===== src/rtl/mdio_responder.sv =====
// MDIO (clause 22) management responder: decodes frames on an oversampled MDC/MDIO pair
// and turns them into single-cycle register read/write strobes on the clk domain.
module mdio_responder #(
    parameter logic [4:0]  PHY_ADDR = 5'd1,
    parameter int unsigned PREAMBLE = 32,
    parameter bit          BCAST    = 1'b0
) (
    input  logic        clk,
    input  logic        rst_n,
    input  logic        mdc,
    input  logic        mdio_i,
    output logic        mdio_o,
    output logic        mdio_oe,
    output logic [4:0]  m_reg_ra,
    output logic [15:0] m_reg_d,
    output logic        m_reg_wr,
    output logic        m_reg_rd,
    input  logic [15:0] s_reg_d,
    output logic        m_busy
);

    typedef enum logic [3:0] {PRE, ST, OP, PA, RA, TA, WDATA, RDATA, SKIP} state_t;

    localparam logic [5:0] PRE_MIN = 6'(PREAMBLE);

    logic [2:0]  mdc_s;
    logic [1:0]  mdio_s;
    logic        mdc_rise, mdc_fall, mdio_bit;

    state_t      state_q, state_d;
    logic [4:0]  bit_cnt_q, bit_cnt_d;
    logic [5:0]  pre_cnt_q, pre_cnt_d;
    logic [1:0]  op_q, op_d;
    logic [4:0]  pa_q, pa_d;
    logic [4:0]  ra_q, ra_d;
    logic [15:0] sh_q, sh_d;
    logic        is_rd_q, is_rd_d;
    logic        addr_ok;

    logic        mdio_o_d, mdio_oe_d, wr_d, rd_d, busy_d;
    logic [4:0]  ra_out_d;
    logic [15:0] d_out_d;

    always_ff @(posedge clk or negedge rst_n) begin
        if (!rst_n) begin
            mdc_s  <= '0;
            mdio_s <= '0;
        end else begin
            mdc_s  <= {mdc_s[1:0], mdc};
            mdio_s <= {mdio_s[0], mdio_i};
        end
    end

    assign mdc_rise = mdc_s[1] & ~mdc_s[2];
    assign mdc_fall = ~mdc_s[1] & mdc_s[2];
    assign mdio_bit = mdio_s[1];

    // Broadcast address is only honoured for writes, so a read can never collide on the bus.
    assign addr_ok = (pa_q == PHY_ADDR) || (BCAST && (pa_q == 5'd0) && !is_rd_q);

    always_ff @(posedge clk or negedge rst_n) begin
        if (!rst_n) begin
            state_q   <= PRE;
            bit_cnt_q <= '0;
            pre_cnt_q <= '0;
            op_q      <= '0;
            pa_q      <= '0;
            ra_q      <= '0;
            sh_q      <= '0;
            is_rd_q   <= 1'b0;
            mdio_o    <= 1'b0;
            mdio_oe   <= 1'b0;
            m_reg_ra  <= '0;
            m_reg_d   <= '0;
            m_reg_wr  <= 1'b0;
            m_reg_rd  <= 1'b0;
            m_busy    <= 1'b0;
        end else begin
            state_q   <= state_d;
            bit_cnt_q <= bit_cnt_d;
            pre_cnt_q <= pre_cnt_d;
            op_q      <= op_d;
            pa_q      <= pa_d;
            ra_q      <= ra_d;
            sh_q      <= sh_d;
            is_rd_q   <= is_rd_d;
            mdio_o    <= mdio_o_d;
            mdio_oe   <= mdio_oe_d;
            m_reg_ra  <= ra_out_d;
            m_reg_d   <= d_out_d;
            m_reg_wr  <= wr_d;
            m_reg_rd  <= rd_d;
            m_busy    <= busy_d;
        end
    end

    always_comb begin
        state_d   = state_q;
        bit_cnt_d = bit_cnt_q;
        pre_cnt_d = pre_cnt_q;
        op_d      = op_q;
        pa_d      = pa_q;
        ra_d      = ra_q;
        sh_d      = sh_q;
        is_rd_d   = is_rd_q;
        mdio_o_d  = mdio_o;
        mdio_oe_d = mdio_oe;
        ra_out_d  = m_reg_ra;
        d_out_d   = m_reg_d;
        wr_d      = 1'b0;
        rd_d      = 1'b0;
        busy_d    = m_busy;

        case (state_q)
            PRE: begin
                if (mdc_fall) begin
                    if (mdio_bit) begin
                        if (pre_cnt_q != 6'd32) pre_cnt_d = pre_cnt_q + 6'd1;
                    end else begin
                        pre_cnt_d = '0;
                        if (pre_cnt_q >= PRE_MIN) begin
                            state_d = ST;
                            busy_d  = 1'b1;
                        end
                    end
                end
            end
            ST: begin
                if (mdc_fall) begin
                    bit_cnt_d = '0;
                    if (mdio_bit) begin
                        state_d = OP;
                    end else begin
                        state_d = PRE;
                        busy_d  = 1'b0;
                    end
                end
            end
            OP: begin
                if (mdc_fall) begin
                    op_d = {op_q[0], mdio_bit};
                    if (bit_cnt_q == 5'd0) begin
                        bit_cnt_d = 5'd1;
                    end else begin
                        bit_cnt_d = '0;
                        if ({op_q[0], mdio_bit} == 2'b10) begin
                            is_rd_d = 1'b1;
                            state_d = PA;
                        end else if ({op_q[0], mdio_bit} == 2'b01) begin
                            is_rd_d = 1'b0;
                            state_d = PA;
                        end else begin
                            state_d = PRE;
                            busy_d  = 1'b0;
                        end
                    end
                end
            end
            PA: begin
                if (mdc_fall) begin
                    pa_d = {pa_q[3:0], mdio_bit};
                    if (bit_cnt_q == 5'd4) begin
                        bit_cnt_d = '0;
                        state_d   = RA;
                    end else begin
                        bit_cnt_d = bit_cnt_q + 5'd1;
                    end
                end
            end
            RA: begin
                if (mdc_fall) begin
                    ra_d = {ra_q[3:0], mdio_bit};
                    if (bit_cnt_q == 5'd4) begin
                        bit_cnt_d = '0;
                        if (addr_ok) begin
                            state_d = TA;
                            if (is_rd_q) begin
                                rd_d     = 1'b1;
                                ra_out_d = {ra_q[3:0], mdio_bit};
                            end
                        end else begin
                            state_d = SKIP;
                        end
                    end else begin
                        bit_cnt_d = bit_cnt_q + 5'd1;
                    end
                end
            end
            TA: begin
                // Reads leave TA on the rise after the TA1 sample; writes on the TA2 sample.
                if (mdc_rise && is_rd_q && bit_cnt_q == 5'd1) begin
                    sh_d      = s_reg_d;
                    mdio_oe_d = 1'b1;
                    mdio_o_d  = 1'b0;
                    bit_cnt_d = '0;
                    state_d   = RDATA;
                end else if (mdc_fall) begin
                    if (bit_cnt_q == 5'd0) begin
                        bit_cnt_d = 5'd1;
                    end else if (!is_rd_q) begin
                        bit_cnt_d = '0;
                        state_d   = WDATA;
                    end
                end
            end
            WDATA: begin
                if (mdc_fall) begin
                    sh_d = {sh_q[14:0], mdio_bit};
                    if (bit_cnt_q == 5'd15) begin
                        wr_d      = 1'b1;
                        d_out_d   = {sh_q[14:0], mdio_bit};
                        ra_out_d  = ra_q;
                        bit_cnt_d = '0;
                        state_d   = PRE;
                        busy_d    = 1'b0;
                    end else begin
                        bit_cnt_d = bit_cnt_q + 5'd1;
                    end
                end
            end
            RDATA: begin
                if (mdc_rise) begin
                    if (bit_cnt_q == 5'd16) begin
                        mdio_oe_d = 1'b0;
                        mdio_o_d  = 1'b0;
                        bit_cnt_d = '0;
                        state_d   = PRE;
                        busy_d    = 1'b0;
                    end else begin
                        mdio_o_d  = sh_q[15];
                        sh_d      = {sh_q[14:0], 1'b0};
                        bit_cnt_d = bit_cnt_q + 5'd1;
                    end
                end
            end
            SKIP: begin
                if (mdc_fall) begin
                    if (bit_cnt_q == 5'd17) begin
                        bit_cnt_d = '0;
                        state_d   = PRE;
                        busy_d    = 1'b0;
                    end else begin
                        bit_cnt_d = bit_cnt_q + 5'd1;
                    end
                end
            end
            default: begin
                state_d = PRE;
                busy_d  = 1'b0;
            end
        endcase
    end

endmodule

===== config.mk =====
export PLATFORM = sky130hd
export DESIGN_NAME = mdio_responder
export DESIGN_NICKNAME = d
export VERILOG_FILES = /design/src/rtl/mdio_responder.sv
export SDC_FILE = /design/constraint.sdc
export NUM_CORES = 1
export LEC_CHECK = 0
export CAP_MARGIN = 5
export CORE_ASPECT_RATIO = 0.8
export CORE_MARGIN = 8
export CORE_UTILIZATION = 55
export DETAILED_ROUTE_END_ITERATION = 10
export PLACE_DENSITY = 0.78
export SYNTH_ARGS = -nofsm -noshare
export SYNTH_HDL_FRONTEND = slang
export SYNTH_SLANG_ARGS = --single-unit

===== constraint.sdc =====
create_clock -name clk -period 4.7 [get_ports clk]
set_input_delay 0.94 -clock clk [delete_from_list [all_inputs] [get_ports clk]]
set_output_delay 0.94 -clock clk [all_outputs]
set_load 0.005 [all_outputs]

# ---- Word level (Yosys, flattened, before mapping)
# Index checks and enable logic that the tools add are counted.
dict set report word_totals {
  inputBits 20
  reg_bits 74
  output_inout_bits 26
}
dict set report op_classes {
  bitwise_logic 6
  order_cmp 1
  eq_ne 46
  add_sub_neg 2
  n_reduce_logical 24
  mux 87
}
# op count
set ops {}
lappend ops {{$mux W5} 20}
lappend ops {{$mux W4} 21}
lappend ops {{$mux W16} 4}
lappend ops {{$pmux W16 S3} 1}
lappend ops {{$ne A2 B2 Y1 const B} 23}
lappend ops {{$pmux W4 S9} 1}
lappend ops {{$pmux W5 S7} 1}
lappend ops {{$mux W1} 30}
lappend ops {{$reduce_and A19 Y1} 1}
lappend ops {{$eq A4 B3 Y1 const B} 4}
lappend ops {{$reduce_and A16 Y1} 1}
lappend ops {{$mux W6} 2}
lappend ops {{$eq A5 B1 Y1 const B} 2}
lappend ops {{$eq A5 B5 Y1 const B} 2}
lappend ops {{$pmux W5 S2} 1}
lappend ops {{$ne A3 B3 Y1 const B} 3}
lappend ops {{$reduce_and A3 Y1} 3}
lappend ops {{$reduce_and A9 Y1} 1}
lappend ops {{$eq A4 B2 Y1 const B} 2}
lappend ops {{$reduce_and A4 Y1} 2}
lappend ops {{$pmux W1 S7} 1}
lappend ops {{$reduce_and A7 Y1} 1}
lappend ops {{$reduce_bool A7 Y1} 1}
lappend ops {{$add A6 B1 Y6 const B} 1}
lappend ops {{24 further kinds} 37}

# ---- Logic depth before layout (Yosys ltp)
# Gate-level depths: netlist of run 1.
dict set report logic_depth {
  depth_word 6
  ltp_mapped 9
  ltp_nobuf 8
}

# ---- Worst setup path before layout of run 1
# OpenSTA, ideal clock, no wires.
dict set report synth_path {
  path_type {register to register}
  from {register bit_cnt_q[3]}
  to {register state_q[1]}
  setup_ns 0.125
  setup_slack_ns 2.625
  stages_incl_launch_ff 10
  n_path_buf 2
  arrival_time_ns 1.950
  synth_period_minus_slack_ns 2.075
  path_cell_list {dfrtp_1 -> clkbuf_1 -> nand3_1 -> inv_1 -> ha_1 -> o32ai_1 -> nor4b_4 -> and3_1 -> buf_6 -> mux2_4}
}
dict set report synth_between {
  elab_chain_len 4
}
# element line
set synth_lines {}
lappend synth_lines {{start: declaration} 31} ;# logic [4:0] bit_cnt_q, bit_cnt_d;
lappend synth_lines {{start signal: assignment} 80} ;# bit_cnt_q <= bit_cnt_d;
lappend synth_lines {{$eq A5 B1 Y1} 191} ;# if (mdc_rise && is_rd_q && bit_cnt_q == 5'd1) begin
lappend synth_lines {{$logic_and A1 B1 Y1} 191}
lappend synth_lines {{$ne A3 B3 Y1 (no line) or $mux W4 (tied branches)} -}
lappend synth_lines {{$reduce_and A19 Y1 (no line) or $pmux W4 S9 (tied branches)} -}
lappend synth_lines {{end signal: assignment} 79} ;# state_q <= state_d;
lappend synth_lines {{end: declaration} 30} ;# state_t state_q, state_d;
# Several ways; a longest one is shown, not always the timed one.
# A chain may end at the register's enable or synchronous reset.

# ---- Worst setup path after layout of run 1
dict set report layout_path {
  from {register state_q[3]}
  to {register sh_q[5]}
}
dict set report layout_between {
  elab_chain_len 3
}
# element line
set layout_lines {}
lappend layout_lines {{$eq A4 B3 Y1} 114} ;# case (state_q)
lappend layout_lines {{$ne A2 B2 Y1 (no line) or $reduce_bool A3 Y1 (tied branches)} -}
lappend layout_lines {{$reduce_and A5 Y1 (no line)} -}
lappend layout_lines {{end signal: assignment} 69} ;# sh_q <= '0;
lappend layout_lines {{end signal: assignment} 85} ;# sh_q <= sh_d;
lappend layout_lines {{end: declaration} 36} ;# logic [15:0] sh_q, sh_d;
# Several ways; a longest one is shown, not always the timed one.

==> impl_metrics.json, run 1 <==
{
  "synth_top_area_share_pct": 48.2,
  "grt_pass1_vias": 2696,
  "dp_hpwl_mm": 5.44,
  "die_area_um2": 9930,
  "core_area_um2": 6820,
  "muxShareOfSynthArea_pct": 15.9,
  "drt-initial-drc-count": 202,
  "postSynthCellCount": 344,
  "synthSimpleGateAreaFrac_pct": 17.3,
  "setup_violations": 0,
  "status": "finished, final reports clean",
  "fin_ws_ns": 2.05,
  "synth_fa_ha_area_share_pct": 3.19,
  "clk_latency_ns": 0.35,
  "synth_top_family_by_area": "simple AND/OR/NAND/NOR gates",
  "max_freq_mhz": 378,
  "async_flop_share_pct": 100,
  "cts_sinks": 74,
  "cts_tree": "done",
  "cts_made_buffers": 9,
  "n_antenna_cell": 0,
  "critPathTopFamily": "compound AO/OA/AOI/OAI gates",
  "drive_above_1_share_pct": 19.0,
  "grt_max_degree": 75,
  "cts_root_buf": "clkbuf_8",
  "via_per_inst": 5.70,
  "fillers": 537,
  "avgSynthCellArea_um2": 11.2,
  "fin_skew_ns": 0.00900,
  "overflow": 0,
  "cp_cell_sequence": "nand3b_1, buf_4, or3_1, o2111a_1, a21oi_1",
  "cts_setup_buffers": 0,
  "synthTopCellsByArea": "dfrtp_1 (48%), mux2_2 (11%), mux2i_1 (4.7%), nor2_1 (3.1%), ha_1 (2.9%)",
  "clk_path_buf_depth": 2,
  "cts_hold_repair.buffers": 0,
  "grt_pass1_wl_mm": 13.4,
  "fin_area_um2": 4510,
  "fin_crit_ns": 2.65,
  "port_buffers": 45,
  "rows": 27,
  "grt_usage_pct": 16.5,
  "fin_setup_tns_ns": 0,
  "initial_core_util_pct": 56.3,
  "crit_path_max_incr_delay_ns": 0.90,
  "dpl_cell_area_um2": 4290,
  "synthTopCellsByCount": "dfrtp_1 (74), mux2_2 (37), nor2_1 (32)",
  "synth_area_leader_cell": "dfrtp_1",
  "seq_area_frac_synth_pct": 48.2,
  "area_delta_synth_final_pct": 17.5,
  "fin_crit_sh_pct": 56.3,
  "hp-class": "flop to flop",
  "yosysMostFrequentCell": "dfrtp_1",
  "synth-xor-area-share_pct": 0,
  "leakagePower_nw": 2.03,
  "cp.arrival_ns": 2.82,
  "antenna_found_initial": 0,
  "nets": 413,
  "cp-end-kind": "flop",
  "syn-num-nets": 373,
  "finalNonFillerCells": 476,
  "drc": 0,
  "io_pins": 46,
  "cts.clk_slew.worst_paths_ns": 0.08,
  "placed_cells_incl_taps": 460,
  "final_hold_viol_count": 0,
  "synth_edf_count": 0,
  "max-cap-violations": 0,
  "worst-path-buf-inv": 1,
  "synth_compound_area_share_pct": 11.1,
  "cp.required_ns": 4.87,
  "ys_ff_latch": 74,
  "max-vdd-ir-drop_mv": 0.190,
  "finalWirelength_mm": 7.87,
  "relSlewSlack_pct": 28.8,
  "num_vias": 2712,
  "yosysWarnings": 0,
  "crit_type": "flop to flop",
  "ant_nets": 0,
  "die_w_um": 109,
  "wl_per_cell_um": 16.5,
  "dp_slack_ns": 2.11,
  "post_cts_resize_count": 0,
  "tightest_slew_ns": 1.07,
  "cts_htree_levels": 3,
  "rsz0062_at_grt": "false",
  "place.gp.congestion": 0.843,
  "synth_cell_type_count": 64,
  "dr.pass1.iters": 5,
  "crit_slowest_cell": "o2111a_1",
  "cp_max_fo": 32,
  "start_kind": "flop",
  "maxSlewViolCount": 0,
  "syn-cell-area_um2": 3840,
  "power.density_nw_per_um2": 290,
  "die_height_um": 90.7,
  "synth_flop_cell": "dfrtp_1"
}
==> cell families after synthesis <==
| family | after synthesis |
|---|---|
| AO/OA/AOI/OAI | 61 |
| buffers and inverters | 30 |
| multiplexers | 56 |
| flip-flops | 74 |
| AND/OR/NAND/NOR | 113 |
| adder cells (fa/ha/maj) | 10 |
==> final timing paths <==
path / from / endpoint / slack, ns / depth (start not counted)
min: mdc_s[0] / mdc_s[1] / 0.35 / 0
max in group asynchronous: rst_n / m_reg_d[6] / 3.37 / 1
min reg2reg: mdc_s[0] / mdc_s[1] / 0.35 / 0
max reg2reg: state_q[3] / sh_q[5] / 2.05 / 5
max: state_q[3] / sh_q[5] / 2.05 / 5
min in group asynchronous: rst_n / ra_q[3] / 0.71 / 1
==> power by group <==
part | switching [mW] | leakage (nW) | internal (mW) | total, mW
Clock | 0.246 | 0.111 | 0.303 | 0.550
Sequential | 0.0248 | 0.929 | 0.652 | 0.677
Combinational | 0.0434 | 0.990 | 0.0403 | 0.0836
==> state kept, by name, summed over array words and instances, names as in the netlist <==
name and cells:
ra_q 5, mdio_s 2, m_reg_d 16, mdc_s 3, bit_cnt_q 5, m_reg_ra 5
m_reg_wr 1, pa_q 5, state_q 4, op_q 1, m_busy 1, mdio_oe 1
m_reg_rd 1, pre_cnt_q 6, sh_q 16, mdio_o 1, is_rd_q 1
==> metrics by stage <==
step	util [%]	power, mW	hold WS [ns]
6_report	66.2	1.31	0.354
5_1_grt	66.2	1.36	0.366
3_5_place_dp	62.9	0.774	0.336
3_3_place_gp	62.9	0.770	0.332
2_1_floorplan	-	0.732	0.331
4_1_cts	66.2	1.33	0.357
==> cell usage in the layout (no fill, tap or decap), drive strengths merged, types with 2 or more instances in the layout <==
| cell | Yosys | routed |
|---|---|---|
| nand2b | 5 | 5 |
| inv | 12 | 15 |
| mux2 | 38 | 38 |
| or4b | 4 | 4 |
| and3 | 2 | 2 |
| nor4b | 4 | 4 |
| nand3 | 7 | 7 |
| clkbuf | 3 | 9 |
| o32ai | 3 | 3 |
| nand3b | 2 | 2 |
| a211o | 2 | 2 |
| nand2 | 24 | 24 |
| dfrtp | 74 | 74 |
| or2 | 2 | 2 |
| nor2b | 5 | 5 |
| or3 | 3 | 3 |
| and4bb | 3 | 3 |
| mux2i | 18 | 18 |
| o22ai | 4 | 4 |
| a211oi | 2 | 2 |
| clkdlybuf4s50 | 0 | 44 |
| buf | 14 | 2 |
| nor2 | 32 | 32 |
| a2bb2oi | 2 | 2 |
| clkinv | 1 | 2 |
| a22o | 2 | 2 |
| o21ai | 16 | 16 |
| bufinv | 0 | 2 |
| ha | 9 | 9 |
| nor3 | 7 | 7 |
| nor4 | 3 | 3 |
| a21oi | 22 | 22 |
==> final cells by class <==
type	instances	area (um^2)	share of cell area, %
well taps	87	109	2.41
inverters	13	48.8	1.08
clock inverters	7	98.8	2.19
clock buffers	9	124	2.74
multi-input cells	240	1830	40.5
repair buffers	46	455	10.1
flip-flops and latches	74	1850	41.0
==> worst reg2reg max path, cell delays in order, from the launching register on <==
cell	delay (ns)
dfrtp_1	0.69
nand3b_1	0.19
buf_4	0.31
or3_1	0.22
o2111a_1	0.90
a21oi_1	0.17
==> routing by layer <==
| metal | part of all wire, % | vias to the layer above | track usage (%) |
|---|---|---|---|
| met4 | 1.2 | 0 | 5.05 |
| met2 | 45 | 62 | 23.8 |
| li1 | - | 1316 | - |
| met5 | 0 | - | 0 |
| met3 | 4.4 | 9 | 3.85 |
| met1 | 49 | 1325 | 23.8 |
Note: power is estimated with default switching activity, not from simulation.
==> run 2: changes to the inputs <==
==> constraint.sdc (replaced) <==
create_clock -name clk -period 2.7 [get_ports clk]
set_input_delay 0.54 -clock clk [delete_from_list [all_inputs] [get_ports clk]]
set_output_delay 0.54 -clock clk [all_outputs]
set_load 0.005 [all_outputs]
==> impl_metrics.json, run 2 (same netlist as run 1, synthesis figures left out) <==
{
  "cts_hold_repair.buffers": 0,
  "cts_setup_buffers": 0,
  "setup_violations": 0,
  "clk_path_buf_depth": 2,
  "grt_max_degree": 75,
  "hp-class": "input pin to asynchronous set/reset pin",
  "power_frac_comb_pct": 6.4,
  "rsz0062_at_grt": "false",
  "num_vias": 2729,
  "start_kind": "flop",
  "clk_latency_ns": 0.35,
  "overflow": 0,
  "initial_core_util_pct": 56.3,
  "die_w_um": 109,
  "power.internal_mw": 1.73,
  "die_area_um2": 9930,
  "cp.required_ns": 2.94,
  "pwr-share-clk_pct": 42.0,
  "cts_root_buf": "clkbuf_8",
  "status": "finished, final reports clean",
  "fin_crit_sh_pct": 88.5,
  "max_freq_mhz": 418,
  "n_antenna_cell": 0,
  "cts_tree": "done",
  "fin_crit_ns": 2.39,
  "p_switching_mw": 0.550,
  "tightest_slew_ns": 0.908,
  "layout_commonest_cell": "dfrtp_1",
  "port_buffers": 45,
  "grt_usage_pct": 16.8,
  "drive_above_1_share_pct": 19.8,
  "crit_type": "flop to flop",
  "r2r-end": "m_reg_d[15]",
  "wl_per_cell_um": 16.4,
  "ant_nets": 0,
  "finish.utilization_pct": 66.6,
  "cts_sinks": 74,
  "drt-initial-drc-count": 159,
  "max-vdd-ir-drop_mv": 0.269,
  "core_area_um2": 6820,
  "antenna_found_initial": 0,
  "layout_common_cells": "dfrtp_1 (74), clkdlybuf4s50_1 (44), mux2_2 (37), nor2_1 (32)",
  "place.gp.congestion": 0.879,
  "cts_made_buffers": 9,
  "dr.pass1.iters": 4,
  "nets": 417,
  "drc": 0,
  "finalWirelength_mm": 7.86,
  "io_pins": 46,
  "rows": 27,
  "post_cts_resize_count": 0,
  "cts_htree_levels": 3,
  "power.density_nw_per_um2": 502,
  "area_delta_synth_final_pct": 18.4,
  "dp_hpwl_mm": 5.45,
  "cts.clk_slew.worst_paths_ns": 0.08,
  "seqPwrFrac_pct": 51.6,
  "r2r_start": "state_q[3]",
  "via_per_inst": 5.69,
  "r2r_setup_slack_ns": 0.31,
  "cp.arrival_ns": 2.63,
  "fin_setup_tns_ns": 0,
  "relSlewSlack_pct": 39.4,
  "grt_pass1_wl_mm": 13.4,
  "cp-end-kind": "flop",
  "maxSlewViolCount": 0,
  "p_sw_share_pct": 24.1,
  "cp_max_fo": 17,
  "reg_top3": "m_reg_d (16), sh_q (16), pre_cnt_q (6)",
  "max-cap-violations": 0,
  "final_hold_viol_count": 0,
  "fin_skew_ns": 0.0115,
  "grt_pass1_vias": 2678,
  "rr_worst_depth": 5,
  "die_height_um": 90.7,
  "leakagePower_nw": 2.05,
  "fillers": 516
}
run 2: changes by cell type in the layout (fill, tap and decap cells not counted), sizes merged:
cell / delta
inv: -2
buf: +4
clkinv: +2
run 2: layout make-up:
cell class / count / area, um^2 / share of cell area, %
clock buffer: 9 / 124 / 2.72
timing repair buffer: 50 / 485 / 10.7
tap: 87 / 109 / 2.39
inverter: 13 / 48.8 / 1.07
sequential: 74 / 1850 / 40.7
clock inverter: 7 / 103 / 2.26
multi-input combinational: 240 / 1830 / 40.2
run 2: how the worst max path moves through the flow:
stage,start,to,slack (ns),depth (start not counted)
floorplan,bit_cnt_q[3],state_q[1],0.63,9
finish,state_q[3],m_reg_d[15],0.31,5
global placement,state_q[2],m_reg_d[10],0.32,5
detailed placement,state_q[2],m_reg_d[11],0.31,5
CTS,state_q[2],m_reg_d[15],0.32,5
global route,state_q[2],m_reg_d[4],0.11,5
run 2: power by group through the flow:
stage / combinational (mW) / sequential (mW) / clock (mW)
after floorplan: 0.0885 / 1.19 / 0
after global placement: 0.145 / 1.20 / 0
after detailed placement: 0.149 / 1.20 / 0
after CTS: 0.150 / 1.18 / 0.983
after global routing: 0.167 / 1.18 / 1.02
final: 0.147 / 1.18 / 0.960
run 2: layer usage:
layer / vias up / part of all wire [%] / routed length, um / track usage (%)
met3: 14 / 5.6 / 438 / 5.42
met4: 0 / 1.4 / 108 / 6.29
met5: - / 0 / 0 / 0
met1: 1316 / 46 / 3600 / 22.1
li1: 1332 / - / - / -
met2: 67 / 47 / 3720 / 25.1
run 2: critical path, stage by stage, from the launching register on:
cell      delay (ns)
dfrtp_1         0.68
nand2b_1        0.34
and2b_1         0.28
and2_1          0.21
nand2_2         0.36
mux2_2          0.40
run 2: per-stage QoR:
| step | cells | instance area [um^2] | power [mW] | setup slack (ns) | hold slack, ns |
|---|---|---|---|---|---|
| after floorplan | 344 | 3840 | 1.27 | 0.625 | 0.244 |
| after global placement | 464 | 4320 | 1.34 | 0.320 | 0.331 |
| after detailed placement | 464 | 4320 | 1.35 | 0.308 | 0.335 |
| after CTS | 480 | 4550 | 2.31 | 0.315 | 0.353 |
| after global routing | 480 | 4550 | 2.37 | 0.115 | 0.354 |
| final | 480 | 4550 | 2.28 | 0.310 | 0.322 |
